===== src/rtl/rf_wb_stage.sv =====
// rf_wb_stage: registered register-file write-back stage.
// Selects ALU, memory (acknowledge with timeout), immediate or bubble and
// issues one write-back pulse per accepted request.
// Optional feature macro: RF_WB_SEXT_EN adds imm_sext for sign-extended immediates.
module rf_wb_stage #(
  parameter int unsigned DATA_W      = 16,
  parameter int unsigned IMM_W       = 8,
  parameter int unsigned ADDR_W      = 3,
  parameter int unsigned MEM_TIMEOUT = 15
) (
  input  logic              clk,
  input  logic              rst_n,
  input  logic              in_valid,
  output logic              in_ready,
  input  logic [1:0]        sel,
  input  logic [ADDR_W-1:0] rd_addr,
  input  logic [DATA_W-1:0] alu_data,
  input  logic [DATA_W-1:0] mem_data,
  input  logic              mem_ack,
  input  logic [IMM_W-1:0]  imm_data,
`ifdef RF_WB_SEXT_EN
  input  logic              imm_sext,
`endif
  output logic              wb_valid,
  output logic              wb_we,
  output logic [ADDR_W-1:0] wb_addr,
  output logic [DATA_W-1:0] wb_data,
  output logic              wb_err
);

  localparam int unsigned CNT_RAW = $clog2(MEM_TIMEOUT + 1);
  localparam int unsigned CNT_W   = (CNT_RAW > 1) ? CNT_RAW : 1;
  localparam logic [CNT_W-1:0] CNT_MAX = '1;
  localparam logic [CNT_W-1:0] CNT_TO  = CNT_W'(MEM_TIMEOUT);

  typedef enum logic [0:0] {
    IDLE     = 1'b0,
    MEM_WAIT = 1'b1
  } state_t;

  state_t            state_q, state_d;
  logic [CNT_W-1:0]  cnt_q, cnt_d;
  logic [ADDR_W-1:0] addr_q, addr_d;
  logic              in_ready_q, in_ready_d;
  logic              wb_valid_q, wb_valid_d;
  logic              wb_we_q, wb_we_d;
  logic              wb_err_q, wb_err_d;
  logic [ADDR_W-1:0] wb_addr_q, wb_addr_d;
  logic [DATA_W-1:0] wb_data_q, wb_data_d;
  logic [DATA_W-1:0] imm_ext_c;

  // Immediate extension to the data width
  always_comb begin
`ifdef RF_WB_SEXT_EN
    imm_ext_c = imm_sext ? DATA_W'($signed(imm_data)) : DATA_W'(imm_data);
`else
    imm_ext_c = DATA_W'(imm_data);
`endif
  end

  // Next-state, counter and write-back result selection
  always_comb begin
    state_d    = state_q;
    cnt_d      = cnt_q;
    addr_d     = addr_q;
    in_ready_d = 1'b0;
    wb_valid_d = 1'b0;
    wb_we_d    = 1'b0;
    wb_err_d   = 1'b0;
    wb_addr_d  = wb_addr_q;
    wb_data_d  = wb_data_q;

    case (state_q)
      IDLE: begin
        if (in_valid && in_ready_q) begin
          case (sel)
            2'b00: begin
              wb_valid_d = 1'b1;
              wb_we_d    = 1'b1;
              wb_addr_d  = rd_addr;
              wb_data_d  = alu_data;
            end
            2'b10: begin
              wb_valid_d = 1'b1;
              wb_we_d    = 1'b1;
              wb_addr_d  = rd_addr;
              wb_data_d  = imm_ext_c;
            end
            2'b11: begin
              wb_valid_d = 1'b1;
              wb_addr_d  = rd_addr;
              wb_data_d  = '0;
            end
            default: begin
              addr_d  = rd_addr;
              cnt_d   = '0;
              state_d = MEM_WAIT;
            end
          endcase
        end
      end
      MEM_WAIT: begin
        if (mem_ack) begin
          wb_valid_d = 1'b1;
          wb_we_d    = 1'b1;
          wb_addr_d  = addr_q;
          wb_data_d  = mem_data;
          state_d    = IDLE;
        end else if ((MEM_TIMEOUT != 0) && (cnt_q == CNT_TO)) begin
          wb_valid_d = 1'b1;
          wb_err_d   = 1'b1;
          wb_addr_d  = addr_q;
          wb_data_d  = '0;
          state_d    = IDLE;
        end else if (cnt_q != CNT_MAX) begin
          cnt_d = cnt_q + CNT_W'(1);
        end
      end
      default: state_d = IDLE;
    endcase

    in_ready_d = (state_d == IDLE);
  end

  // State and output registers
  always_ff @(posedge clk or negedge rst_n) begin
    if (!rst_n) begin
      state_q    <= IDLE;
      cnt_q      <= '0;
      addr_q     <= '0;
      in_ready_q <= 1'b0;
      wb_valid_q <= 1'b0;
      wb_we_q    <= 1'b0;
      wb_err_q   <= 1'b0;
      wb_addr_q  <= '0;
      wb_data_q  <= '0;
    end else begin
      state_q    <= state_d;
      cnt_q      <= cnt_d;
      addr_q     <= addr_d;
      in_ready_q <= in_ready_d;
      wb_valid_q <= wb_valid_d;
      wb_we_q    <= wb_we_d;
      wb_err_q   <= wb_err_d;
      wb_addr_q  <= wb_addr_d;
      wb_data_q  <= wb_data_d;
    end
  end

  assign in_ready = in_ready_q;
  assign wb_valid = wb_valid_q;
  assign wb_we    = wb_we_q;
  assign wb_err   = wb_err_q;
  assign wb_addr  = wb_addr_q;
  assign wb_data  = wb_data_q;

endmodule


===== config.mk =====
export PLATFORM = sky130hd
export DESIGN_NAME = rf_wb_stage
export DESIGN_NICKNAME = d
export VERILOG_FILES = /design/src/rtl/rf_wb_stage.sv
export SDC_FILE = /design/constraint.sdc
export NUM_CORES = 1
export LEC_CHECK = 0
export CORE_MARGIN = 2
export CORE_UTILIZATION = 43
export CTS_CLUSTER_SIZE = 25
export DETAILED_ROUTE_END_ITERATION = 10
export PLACE_DENSITY = 0.92
export SLEW_MARGIN = 15
export SYNTH_ARGS = -nofsm -noshare
export SYNTH_HDL_FRONTEND = slang
export SYNTH_SLANG_ARGS = --single-unit

===== constraint.sdc =====
create_clock -name clk -period 2.6 [get_ports clk]
set_input_delay 0.52 -clock clk [delete_from_list [all_inputs] [get_ports clk]]
set_output_delay 0.52 -clock clk [all_outputs]
set_load 0.02 [all_outputs]

==> impl_metrics.json <==
{
  "outcome": "complete, no violations",
  "maxSlewHeadroom_pct": 43.4,
  "ir_drop_v": 0.000345,
  "dr.pass1.iters": 4,
  "ant_nets": 0,
  "critPathArrivalTime_ns": 2.23,
  "synth_area_leader_cell": "dfrtp_1",
  "cp_cell_sequence": "and2_0 > a222oi_1 > o31ai_1",
  "cts_resized": 0,
  "start_util_pct": 44.9,
  "timing.rr.end": "wb_data[7]",
  "grt_antenna_before_repair": 0,
  "gp_congestion": 0.809,
  "cp_slowest_cell": "and2_0",
  "overflow": 0,
  "drv_slew": 0,
  "ioPinCount": 72,
  "synth_ff_type": "dfrtp_1",
  "viasPerCell": 5.46,
  "p_total_mw": 1.62,
  "regArea_um2": 776,
  "syn2layout_area_growth_pct": 55.5,
  "netlist_area_um2": 1500,
  "yosysMostFrequentCell": "dfrtp_1",
  "cts_buffers": 5,
  "nets": 236,
  "r2r_cells": 3,
  "yosys.area_share.simple_pct": 6.34,
  "multiInputGateArea_um2": 667,
  "timing.reg2reg.setup_slack_ns": 0.61,
  "grt_pass1_wl_um": 6520,
  "period_share_pct": 76.4,
  "skew_ns": 0.0129,
  "syn-num-nets": 162,
  "final_cells": 233,
  "synth_seq_cells": 31,
  "tightest_slew_ns": 0.848,
  "placed_cells": 225,
  "synth_top_family_by_area": "compound AO/OA/AOI/OAI gates",
  "hold_buffers": 0,
  "first_global_vias": 1336,
  "synthTopCellsByCount": "31 x dfrtp_1, 10 x a22o_1, 9 x mux2_2, 9 x mux2_4, 9 x o31ai_1",
  "htree_levels": 2,
  "fin_crit_ns": 1.99,
  "yosysWarnings": 0,
  "die-area_um2": 3970,
  "p_leak_nw": 0.979,
  "worstSetupStartpoint": "state_q",
  "drive_above_1_share_pct": 19.8,
  "slowest_delay_ns": 0.75,
  "num_antenna_cells": 0,
  "tns_ns": 0,
  "core_area_um2": 3340,
  "fillCellCount": 249,
  "synthCells": 112,
  "cts_buffer_depth": 2,
  "num_vias": 1272,
  "die_w_um": 63.0,
  "cap_violations": 0,
  "cts_tree": "done",
  "synth_cell_types": 26,
  "setup-violations-final": 0,
  "synth-compound-area-share_pct": 20.4,
  "synth_xor_area_share_pct": 1.17,
  "hp-class": "flop to flop",
  "crit_type": "flop to flop",
  "rsz0062_at_grt": "false",
  "crit_path_end": "wb_data[7]",
  "hold_violations": 0,
  "drt_wl_total_um": 4030,
  "timing.rr.start": "state_q",
  "synth_area_per_cell_um2": 13.4,
  "synth-edff-count": 0,
  "ys_top_cells_by_area": "dfrtp_1 52%, mux2_4 9.0%, mux2_2 6.8%, a22o_1 5.8%, a222oi_1 5.3%",
  "synth_top_cell_area_share_pct": 51.8,
  "synth_mux_area_share_pct": 15.8,
  "postCtsSetupRepairBufs": 0,
  "die_h_um": 63.0,
  "cts_root_buf": "clkbuf_4",
  "ys_seq_area_share_pct": 51.8,
  "row_count": 21,
  "fmax_mhz": 503,
  "cp_max_fo": 16,
  "dp_hpwl_um": 3030,
  "clk_pin_slew_ns": 0.10,
  "cts.sink_count": 31,
  "synthAdderAreaFrac_pct": 0.835,
  "worst_setup_path_start_kind": "flop",
  "wl_per_cell_um": 17.3,
  "grt_max_degree": 32,
  "io_buffers": 71,
  "drc": 0,
  "worstPathRequired_ns": 2.84,
  "power_density_nw_per_um2": 695,
  "worstSetupEndpointType": "flop",
  "async_reset_ff_share_pct": 100,
  "worstSkewPairLatency_ns": 0.33,
  "drt_iter0_markers": 89,
  "grt_usage_pct": 21.7
}
## logic make-up (layout without fill, tap and decap cells)
family | Yosys count | in the layout
and+or+nand+nor | 14 | 14
AOI/OAI and AO/OA | 37 | 37
xor gates and xnor gates | 2 | 2
muxes | 18 | 18
buffers and inverters | 9 | 84
adders and majority gates | 1 | 1
DFF | 31 | 31
## worst max-delay path: cells and delay by family (launching register included)
family / cells / cell delay (ns)
simple gates: 1 / 0.75
flops: 1 / 0.63
compound gates: 2 / 0.52
## area by class of cell
type	count	area share (%)
inverters	1	0.161
multi-input cells	72	28.6
flip-flops and latches	31	33.3
well taps	46	2.47
repair buffers	75	31.8
clock buffers	6	2.20
clock inverters	2	1.50
## power by group
| part | internal, mW | switching, mW |
|---|---|---|
| registers | 0.585 | 0.0712 |
| logic | 0.326 | 0.245 |
| clock network | 0.227 | 0.165 |
## placed cells by master, fill, tap and decap left out, drive strengths merged, types with 4 or more instances in the layout
cell type and n:
clkdlybuf4s50 71, dfrtp 31, mux2 18, a22o 10, o31ai 9, a222oi 8, o21ai 8, clkbuf 6
buf 4, nor2 4
## metal layers
| metal | up-vias | part of all wire (%) | global-route usage (%) |
|---|---|---|---|
| li1 | 585 | - | - |
| met1 | 618 | 39 | 23.6 |
| met2 | 63 | 52 | 39.6 |
| met3 | 6 | 8.3 | 6.67 |
| met4 | 0 | 1.1 | 7.22 |
| met5 | - | 0 | 0 |
## how the worst min path moves through the flow
| stage | startpoint | to | cells after the start |
|---|---|---|---|
| 3_3_place_gp | addr_q[2] | addr_q[2] | 1 |
| 4_1_cts | wb_data[11] | wb_data[11] | 1 |
| 6_report | wb_data[14] | wb_data[14] | 1 |
| 3_5_place_dp | wb_data[11] | wb_data[11] | 1 |
| 5_1_grt | wb_addr[1] | wb_addr[1] | 1 |
| 2_1_floorplan | rst_n | addr_q[0] | 0 |
## stage by stage
step / hold slack, ns / worst slack (ns) / utilization (%) / area (um^2)
after detailed placement: 0.498 / 0.259 / 67.3 / 2240
after global routing: 0.544 / 0.374 / 69.9 / 2330
final: 0.519 / 0.613 / 69.9 / 2330
after CTS: 0.523 / 0.575 / 69.9 / 2330
after floorplan: 0.224 / 1.05 / - / 1500
after global placement: 0.484 / 0.358 / 67.3 / 2240
## state kept, by name, indices dropped and copies added, names as in the netlist
register and cells:
state_q 1, wb_we 1, wb_err 1, cnt_q 4, addr_q 3, in_ready 1
wb_data 16, wb_addr 3, wb_valid 1
Power figures use the tool's default switching activity.
